**config.mk**
```make
export PLATFORM = sky130hd
export DESIGN_NAME = fifo_uart_tx_flat
export DESIGN_NICKNAME = d
export VERILOG_FILES = /design/src/rtl/uart_pkg.sv /design/src/rtl/fifo_uart_tx_if.sv /design/src/rtl/uart_baud_cnt.sv /design/src/rtl/fifo_uart_tx.sv /design/src/flat_wrapper.sv
export SDC_FILE = /design/constraint.sdc
export NUM_CORES = 1
export LEC_CHECK = 0
export CORE_MARGIN = 1.5
export CORE_UTILIZATION = 44
export DETAILED_ROUTE_END_ITERATION = 7
export HOLD_SLACK_MARGIN = 0.12
export PLACE_DENSITY = 0.65
export SYNTH_ARGS = -nofsm -noshare
export SYNTH_HDL_FRONTEND = slang
export SYNTH_SLANG_ARGS = --single-unit
export TNS_END_PERCENT = 20
```
**constraint.sdc**
```tcl
create_clock -name clk -period 2.4 [get_ports clk]
set_input_delay 0.36 -clock clk [delete_from_list [all_inputs] [get_ports clk]]
set_output_delay 0.36 -clock clk [all_outputs]
set_load 0.1 [all_outputs]
```
**src/rtl/uart_pkg.sv**
```systemverilog
// uart_pkg: shared state encoding and frame constants for fifo_uart_tx (UART_PARITY_EN adds the parity bit)
package uart_pkg;
    localparam int DATA_W = 8;
`ifdef UART_PARITY_EN
    localparam int PARITY_BITS = 1;
`else
    localparam int PARITY_BITS = 0;
`endif
    localparam int FRAME_HDR_BITS = 1 + DATA_W + PARITY_BITS;
    typedef enum logic [2:0] {IDLE, POP, LOAD, START, DATA, PARITY, STOP} state_t;
    function automatic int frame_bits(input int stop_bits);
        return FRAME_HDR_BITS + stop_bits;
    endfunction
endpackage

```
**src/rtl/fifo_uart_tx_if.sv**
```systemverilog
// fifo_uart_tx_if: FIFO read-port handshake between a byte FIFO (slave) and its UART drain stage (master)
interface fifo_uart_tx_if;
    import uart_pkg::*;
    logic              fifo_empty;
    logic              fifo_wr_busy;
    logic              fifo_rd;
    logic [DATA_W-1:0] fifo_data;
    modport master (output fifo_rd, input fifo_empty, fifo_data, fifo_wr_busy);
    modport slave  (input fifo_rd, output fifo_empty, fifo_data, fifo_wr_busy);
endinterface

```
**src/rtl/uart_baud_cnt.sv**
```systemverilog
// uart_baud_cnt: per-bit cycle counter with synchronous clear; o_tick marks the last cycle of a bit
module uart_baud_cnt #(
    parameter int CLKS_PER_BIT = 16
) (
    input  logic clk,
    input  logic rst,
    input  logic i_clr,
    output logic o_tick
);
    localparam int W = $clog2(CLKS_PER_BIT + 1);
    logic [W-1:0] r_cnt;
    assign o_tick = r_cnt == W'(CLKS_PER_BIT - 1);
    always_ff @(posedge clk)
        r_cnt <= (rst || i_clr || o_tick) ? '0 : r_cnt + 1'b1;
endmodule

```
**src/rtl/fifo_uart_tx.sv**
```systemverilog
// fifo_uart_tx: pops bytes from a FIFO and serialises them as UART frames; UART_PARITY_EN adds a parity bit
module fifo_uart_tx
    import uart_pkg::*;
#(
    parameter int CLKS_PER_BIT = 16,
    parameter int STOP_BITS    = 1
`ifdef UART_PARITY_EN
    ,
    parameter bit PARITY_ODD   = 1'b0
`endif
) (
    input  logic           clk,
    input  logic           rst,
    fifo_uart_tx_if.master io_fifo,
    output logic           o_tx,
    output logic           o_busy
);
    state_t            r_state, w_next;
    logic [DATA_W-1:0] r_shift;
    logic [2:0]        r_idx;
    logic              w_tick;
`ifdef UART_PARITY_EN
    logic              r_par;
`endif
    uart_baud_cnt #(.CLKS_PER_BIT(CLKS_PER_BIT)) u_baud (
        .clk   (clk),
        .rst   (rst),
        .i_clr (r_state == LOAD),
        .o_tick(w_tick)
    );
    always_ff @(posedge clk)
        r_state <= rst ? IDLE : w_next;
    always_comb begin
        w_next = r_state;
        o_tx   = 1'b1;
        case (r_state)
            IDLE:    w_next = io_fifo.fifo_empty ? IDLE : POP;
            POP:     w_next = io_fifo.fifo_wr_busy ? POP : LOAD;
            LOAD:    w_next = START;
            START: begin
                o_tx   = 1'b0;
                w_next = w_tick ? DATA : START;
            end
`ifdef UART_PARITY_EN
            DATA: begin
                o_tx   = r_shift[0];
                w_next = (w_tick && r_idx == 3'd7) ? PARITY : DATA;
            end
            PARITY: begin
                o_tx   = r_par ^ PARITY_ODD;
                w_next = w_tick ? STOP : PARITY;
            end
`else
            DATA: begin
                o_tx   = r_shift[0];
                w_next = (w_tick && r_idx == 3'd7) ? STOP : DATA;
            end
`endif
            STOP:    w_next = (w_tick && r_idx == 3'(STOP_BITS - 1)) ? IDLE : STOP;
            default: w_next = IDLE;
        endcase
    end
    assign io_fifo.fifo_rd = r_state == POP;
    assign o_busy          = r_state != IDLE;
    // r_idx wraps 7->0 leaving DATA, then counts stop bits
    always_ff @(posedge clk) begin
        if (rst) begin
            r_shift <= '0;
            r_idx   <= '0;
        end else if (r_state == LOAD) begin
            r_shift <= io_fifo.fifo_data;
            r_idx   <= '0;
        end else if (w_tick && r_state == DATA) begin
            r_shift <= r_shift >> 1;
            r_idx   <= r_idx + 1'b1;
        end else if (w_tick && r_state == STOP) begin
            r_idx   <= (w_next == IDLE) ? '0 : r_idx + 1'b1;
        end
    end
`ifdef UART_PARITY_EN
    always_ff @(posedge clk)
        if (rst || r_state == LOAD) r_par <= 1'b0;
        else if (w_tick && r_state == DATA) r_par <= r_par ^ r_shift[0];
`endif
endmodule

```
**src/flat_wrapper.sv**
```systemverilog
// flat-port wrapper written by rule: the top's interface ports become plain ports
module fifo_uart_tx_flat import uart_pkg::*;
#(
    parameter int CLKS_PER_BIT = 16,
    parameter int STOP_BITS    = 1

)
  (clk, rst, o_tx, o_busy, io_fifo_fifo_rd, io_fifo_fifo_empty, io_fifo_fifo_data, io_fifo_fifo_wr_busy);
  fifo_uart_tx_if io_fifo_i ();
  input  logic clk;
  input  logic rst;
  output logic o_tx;
  output logic o_busy;
  output wire logic [$bits(io_fifo_i.fifo_rd)-1:0] io_fifo_fifo_rd;
  input wire logic [$bits(io_fifo_i.fifo_empty)-1:0] io_fifo_fifo_empty;
  input wire logic [$bits(io_fifo_i.fifo_data)-1:0] io_fifo_fifo_data;
  input wire logic [$bits(io_fifo_i.fifo_wr_busy)-1:0] io_fifo_fifo_wr_busy;
  assign io_fifo_fifo_rd = io_fifo_i.fifo_rd;
  assign io_fifo_i.fifo_empty = io_fifo_fifo_empty;
  assign io_fifo_i.fifo_data = io_fifo_fifo_data;
  assign io_fifo_i.fifo_wr_busy = io_fifo_fifo_wr_busy;
  fifo_uart_tx #(.CLKS_PER_BIT(CLKS_PER_BIT), .STOP_BITS(STOP_BITS)) u_core (.clk(clk), .rst(rst), .io_fifo(io_fifo_i), .o_tx(o_tx), .o_busy(o_busy));
endmodule
```
==> flow_summary_export.csv <==
group,metric,value,unit
drt,via_per_inst,5.29,
setup_path,cp_max_fo,11,
grt,grt_pass1_vias,812,
finish,nFillCells,213,
placed_design,place_hpwl,1270,microns
synthesis,synth_flop_cell,"dfxtp_1",
grt,track_usage,0.164,
hold_path,hp-start,"u_core.u_baud.r_cnt[0]",
grt,grt_pass1_wl,3220,microns
setup_path,required,2610,ps
clock_tree,post_cts_buffers,0,
clock_tree,cts_resized,0,
finish,nets,137,
placed_design,placed_area,1110,sq um
setup_path,cp.arrival,2220,ps
timing,fin_crit_sh,0.841,
finish,design_area,1140,sq um
finish,syn_to_final_growth,14.9,%
synthesis,synth_nets,125,
floorplanning,die_area,2550,sq um
floorplanning,start_util,0.458,
setup_path,critPathKind,"reg -> reg",
hold_path,min_to,"u_core.u_baud.r_cnt[0]",
finish,antenna_cells,0,
setup_path,r2r_start,"u_core.u_baud.r_cnt[0]",
synthesis,yosys_register_bits,19,
setup_path,r2r_setup_slack,380,ps
clock_tree,root_buffer,"clkbuf_4",
synthesis,yosysWarnings,0,
finish,instances_no_fill,147,
synthesis,async_reset_ff_frac,0,
clock_tree,cts_buffer_depth,2,
grt,grt_max_degree,18,
placed_design,dp.cells,143,
setup_path,crit_path_end_kind,"register",
drt,drc_errors,0,
finish,final_core_util,0.526,
floorplanning,die_y,50.5,microns
synthesis,synth_edf_count,0,
hold_path,hold_depth,1,
drt,drt-initial-drc-count,4,
grt,antenna_found_initial,0,
synthesis,synth-seq-area-share,0.383,
power_and_ir_drop,ir_worst_vdd,0.288,mV
job,cap_violations,0,
timing,drv_slew,0,
clock_tree,cts_tree,"done",
timing,final-hold-violation-count,0,
clock_tree,cts.htree.levels,1,
clock_tree,clkTransAtPathRegs,100,ps
timing,setup_viol,0,
synthesis,syn_area,993,sq um
clock_tree,cts_hold_buf,0,
drt,wire_per_inst,11.9,microns
synthesis,syn-instance-count,108,
setup_path,start_kind,"register",
clock_tree,numCtsBuffers,3,
timing,fmaxAchievable,0.495,GHz
setup_path,timing.rr.end,"u_core.r_idx[0]",
timing,layout_setup_ws,381,ps
outcome,status,"finished clean",
finish,drive_above_1_share,0.118,
timing,fin_skew,3.14,ps
floorplanning,die_w,50.5,microns
floorplanning,std_cell_rows,17,
drt,routed_wl,1760,microns
floorplanning,core,2170,sq um
timing,slew-limit-headroom,0.608,
placed_design,dp_slack,408,ps
grt,grt_overflow_total,0,
placed_design,routabilityCongestion,0.811,
clock_tree,insertion_delay,290,ps
setup_path,reg2reg_depth,8,
timing,rsz0062_at_grt,"no",
drt,firstDrtPassIters,4,
hold_path,hold_class,"reg -> reg",
floorplanning,floorplan.io_pins,15,
placed_design,portBuffers,14,
clock_tree,cts_sinks,19,
power_and_ir_drop,p_per_area,543,nW/um^2
timing,period_minus_slack,2020,ps
timing,tightest_slew,586,ps
drt,ant_nets,0,
power_and_ir_drop,p_leak,0.412,nW
drt,vias,778,
synthesis,syn_area_per_cell,9.20,sq um
synthesis,synth_cell_types,34,
per-layer routing:
metal  part of all wire  track usage  routed length (microns)
met5                  0            0                        0
met1               0.47        0.189                      823
met4             0.0080       0.0766                       14
met2               0.49        0.287                      860
met3              0.032       0.0357                       57
cells by family after synthesis:
logic type / synth area share
flops: 0.383
xor+xnor: 0.0176
fa+ha+maj: 0.0630
simple gates: 0.209
mux: 0.0705
compound gates: 0.179
buf+inv: 0.0781
state kept, by name, summed over array words and instances, names as in the netlist:
name	cells
u_core.u_baud.r_cnt	5
u_core.r_idx	3
u_core.r_state	3
u_core.r_shift	8
per-stage QoR:
stage	TNS, ps	hold WS, ps	power [W]
2_1_floorplan	-84.5	418	0.000438
3_3_place_gp	0	429	0.000469
3_5_place_dp	0	449	0.000471
4_1_cts	0	468	0.000629
5_1_grt	0	504	0.000656
6_report	0	473	0.000619
worst max-delay path by stage:
stage / start / endpoint / slack (ps)
finish: u_core.u_baud.r_cnt[0] / u_core.r_idx[0] / 380
global route: u_core.u_baud.r_cnt[0] / u_core.r_idx[0] / 240
CTS: u_core.u_baud.r_cnt[0] / u_core.r_idx[0] / 380
detailed placement: u_core.u_baud.r_cnt[0] / u_core.r_idx[0] / 410
global placement: u_core.u_baud.r_cnt[0] / u_core.r_idx[0] / 460
floorplan: u_core.r_state[2] / o_tx / -80
synthesized netlist by cell type, types with 2 or more instances:
master	count	area (sq um)
dfxtp_1	19	380
nor2_1	18	67.6
a211oi_1	7	52.6
mux2i_1	7	70.1
a21oi_1	5	25.0
ha_1	5	62.6
inv_1	5	18.8
nand2_1	5	18.8
buf_4	3	22.5
nor3_1	3	15.0
a22o_1	2	17.5
a22oi_1	2	15.0
and3_1	2	12.5
buf_2	2	10.0
buf_6	2	22.5
nand2b_1	2	12.5
nand3b_1	2	15.0
area by class of cell:
class,count,area (sq um),share of cell area
well taps,28,35.0,0.0307
repair buffers,15,140,0.123
multi-input cells,76,541,0.474
clock buffers,4,26.3,0.0230
flip-flops and latches,19,380,0.333
inverters,5,18.8,0.0164
cells in the final DEF, fill, tap and decap left out, types with 2 or more instances in the layout:
master and instances:
dfxtp_1 19, nor2_1 18, clkdlybuf4s50_1 11, mux2i_1 7
a211oi_1 7, inv_1 5, nand2_1 5, a21oi_1 5
ha_1 5, buf_4 4, clkbuf_4 3, and3_1 2
nand2b_1 2, nor3_1 2, a22o_1 2, nand3b_1 2
a22oi_1 2
power by group:
group	leakage [nW]	total, W	internal [W]	switching (W)
Combinational	0.242	0.000113	0.0000462	0.0000672
Clock	0.0150	0.000156	0.0000645	0.0000917
Sequential	0.155	0.000349	0.000332	0.0000173
Total	0.412	0.000619	0.000443	0.000176
critical path, cell delays in order, from the launching register on:
cell and delay [ps]:
dfxtp_1 380, ha_1 190, and3_1 150, ha_1 340
and4bb_1 230, buf_4 190, a32oi_2 60, o21a_2 160
a311oi_2 240
No activity file was read; power rests on OpenSTA's default activity.
==> RTL edit, RTL diff (same flow settings) <==
Re-encode `state_t` (7 states) as Gray code, 3 bits wide.
--- a/src/rtl/uart_pkg.sv
+++ b/src/rtl/uart_pkg.sv
@@ -7,7 +7,7 @@
     localparam int PARITY_BITS = 0;
 `endif
     localparam int FRAME_HDR_BITS = 1 + DATA_W + PARITY_BITS;
-    typedef enum logic [2:0] {IDLE, POP, LOAD, START, DATA, PARITY, STOP} state_t;
+    typedef enum logic [2:0] {IDLE = 3'b000, POP = 3'b001, LOAD = 3'b011, START = 3'b010, DATA = 3'b110, PARITY = 3'b111, STOP = 3'b101} state_t;
     function automatic int frame_bits(input int stop_bits);
         return FRAME_HDR_BITS + stop_bits;
     endfunction
Check against the original RTL: same outputs for any inputs over 10 cycles, from zero or initial values and one cycle with rst high; not proved beyond that.
==> RTL edit against the original RTL <==
Wire length is 2.8% lower. Cell count decreased by 3.4%. Worst setup slack gained 0.029 ns. First-iteration DRC count up 50%. Synthesized area shrank 2.4%. Sequential cell count unchanged. Maximum frequency grew 1.4%. Total power increased by 5.0%. Sequential share of layout area is 0.18 points higher. Design area fell by 0.55%. Critical path type unchanged. Largest cell class unchanged.
==> RTL edit: results (changes against the original RTL) <==
[run_status]
outcome=complete, no violations  ; unchanged

[setup_path]
timing.critical_path.arrival_ns=2.21
r2r-start=u_core.u_baud.r_cnt[0]  ; unchanged
worstReg2RegEnd=u_core.r_shift[4]  ; was u_core.r_idx[0]
path_class=flip-flop to flip-flop  ; unchanged
rrSetupSlack_ns=0.41  ; was 0.38 ns
crit_path_max_fanout=7  ; was 11
reg2reg_depth=7  ; was 8

[power]
peakVddDrop_mv=0.372  ; was 0.288 mV
leakage_nw=0.479  ; was 0.412 nW

[final_layout]
drive_gt1_share_pct=13.0  ; was 11.8%
insertedDiodeCount=0  ; unchanged
num-nets-final=133  ; was 137
top_regs=u_core.r_shift x8, u_core.u_baud.r_cnt x5  ; unchanged
nFillCells=198  ; was 213
stdcell_area_um2=1130  ; was 1140 µm²

[grt]
grt_pass1_vias=735  ; was 812
grt_antenna_before_repair=0  ; unchanged
met2_usage_pct=25.6  ; was 28.7%
use_met3_pct=3.33  ; was 3.57%
grt_max_degree=19  ; was 18
track_usage_pct=16.4  ; about the same
met1_usage_pct=22.0  ; was 18.9%
grt_pass1_wl_um=3170  ; was 3220 µm

[yosys]
netlist_instances=102  ; was 108
yosysUniqueCellTypes=33  ; was 34
synth.net_count=119  ; was 125
synth_common_cells=dfxtp_1 (19), nor2_1 (14), a211oi_1 (7), mux2i_1 (7), nand2_1 (6)  ; was dfxtp_1 (19), nor2_1 (18), a211oi_1 (7), mux2i_1 (7)
synth.area.top_cells=dfxtp_1 (39%), mux2i_1 (7.2%), ha_1 (6.5%)  ; was dfxtp_1 (38%), mux2i_1 (7.1%), nor2_1 (6.8%)
ys_seq_area_share_pct=39.2  ; was 38.3%

[timing]
skew_ns=0.00201  ; was 0.00314 ns
whs_ns=0.466  ; was 0.473 ns
worst_slew_pin_slew_ns=0.373  ; was 0.586 ns

[detailed_routing]
wl_met2_um=737  ; was 860 µm
vias=731  ; was 778
wl_met1_um=876  ; was 823 µm
initialDrtViolationCount=6  ; was 4
wl_met3_um=58  ; was 57 µm
routed_wl_um=1710  ; was 1760 µm
wl_per_cell_um=12.0  ; was 11.9 µm
firstDrtPassIters=4  ; unchanged

[placed_design]
dpl_cell_area_um2=1110  ; about the same
routabilityCongestion=0.775  ; was 0.811
place_ws_ns=0.447  ; was 0.408 ns
dp_hpwl_um=1270  ; about the same
place_inst=138  ; was 143

[flow_run]
maxCapViolCount=0  ; unchanged

[clock_tree]
clkTransAtPathRegs_ns=0.10  ; about the same
cts_resized=0  ; unchanged
clock_path_buffers=2  ; unchanged

[hold_path]
hp-start=u_core.u_baud.r_cnt[0]  ; unchanged

==> RTL edit: cell count changes in the layout (fill, tap and decap cells not counted), moves of 2 or more <==
cell	delta
o32ai_2	+2
nor2b_1	+2
nand3_1	+2
a22oi_1	-2
nor3_1	-2
inv_1	-2
nor2_1	-4
==> RTL edit: layout make-up <==
| class | instances | area share [%] |
|---|---|---|
| Clock buffer | 3 | 1.98 |
| Multi-Input combinational cell | 73 | 47.1 |
| Timing Repair Buffer | 16 | 13.0 |
| Tap cell | 27 | 2.98 |
| Clock inverter | 1 | 0.441 |
| Inverter | 3 | 0.992 |
| Sequential cell | 19 | 33.5 |
==> RTL edit: logic make-up (layout without fill, tap and decap cells) <==
group	count (synthesis)	in the layout	share of synthesized area, %
compound gates	20	20	17.8
xor+xnor	2	2	1.81
fa+ha+maj	5	5	6.45
buf+inv	10	23	5.68
flops	19	19	39.2
mux	8	8	8.77
simple gates	38	38	20.3
==> RTL edit: where the power goes <==
group / switching [mW] / internal (mW)
combinational: 0.0894 / 0.0523
clock: 0.0963 / 0.0620
sequential: 0.0177 / 0.332
==> RTL edit: worst max-delay path by stage <==
| stage | endpoint | depth (start not counted) | slack (ns) |
|---|---|---|---|
| floorplan | u_core.r_idx[0] | 8 | 0.66 |
| global placement | u_core.r_idx[1] | 7 | 0.53 |
| detailed placement | u_core.r_shift[4] | 7 | 0.45 |
| CTS | u_core.r_shift[4] | 7 | 0.40 |
| global route | u_core.r_shift[5] | 7 | 0.12 |
| finish | u_core.r_shift[4] | 7 | 0.41 |
==> RTL edit: worst max-delay path, stage by stage, from the launching register on <==
cell	delay, ns
dfxtp_1	0.37
ha_1	0.19
and3_1	0.16
ha_1	0.28
nand4b_1	0.29
buf_4	0.28
mux2i_1	0.13
a211oi_1	0.22
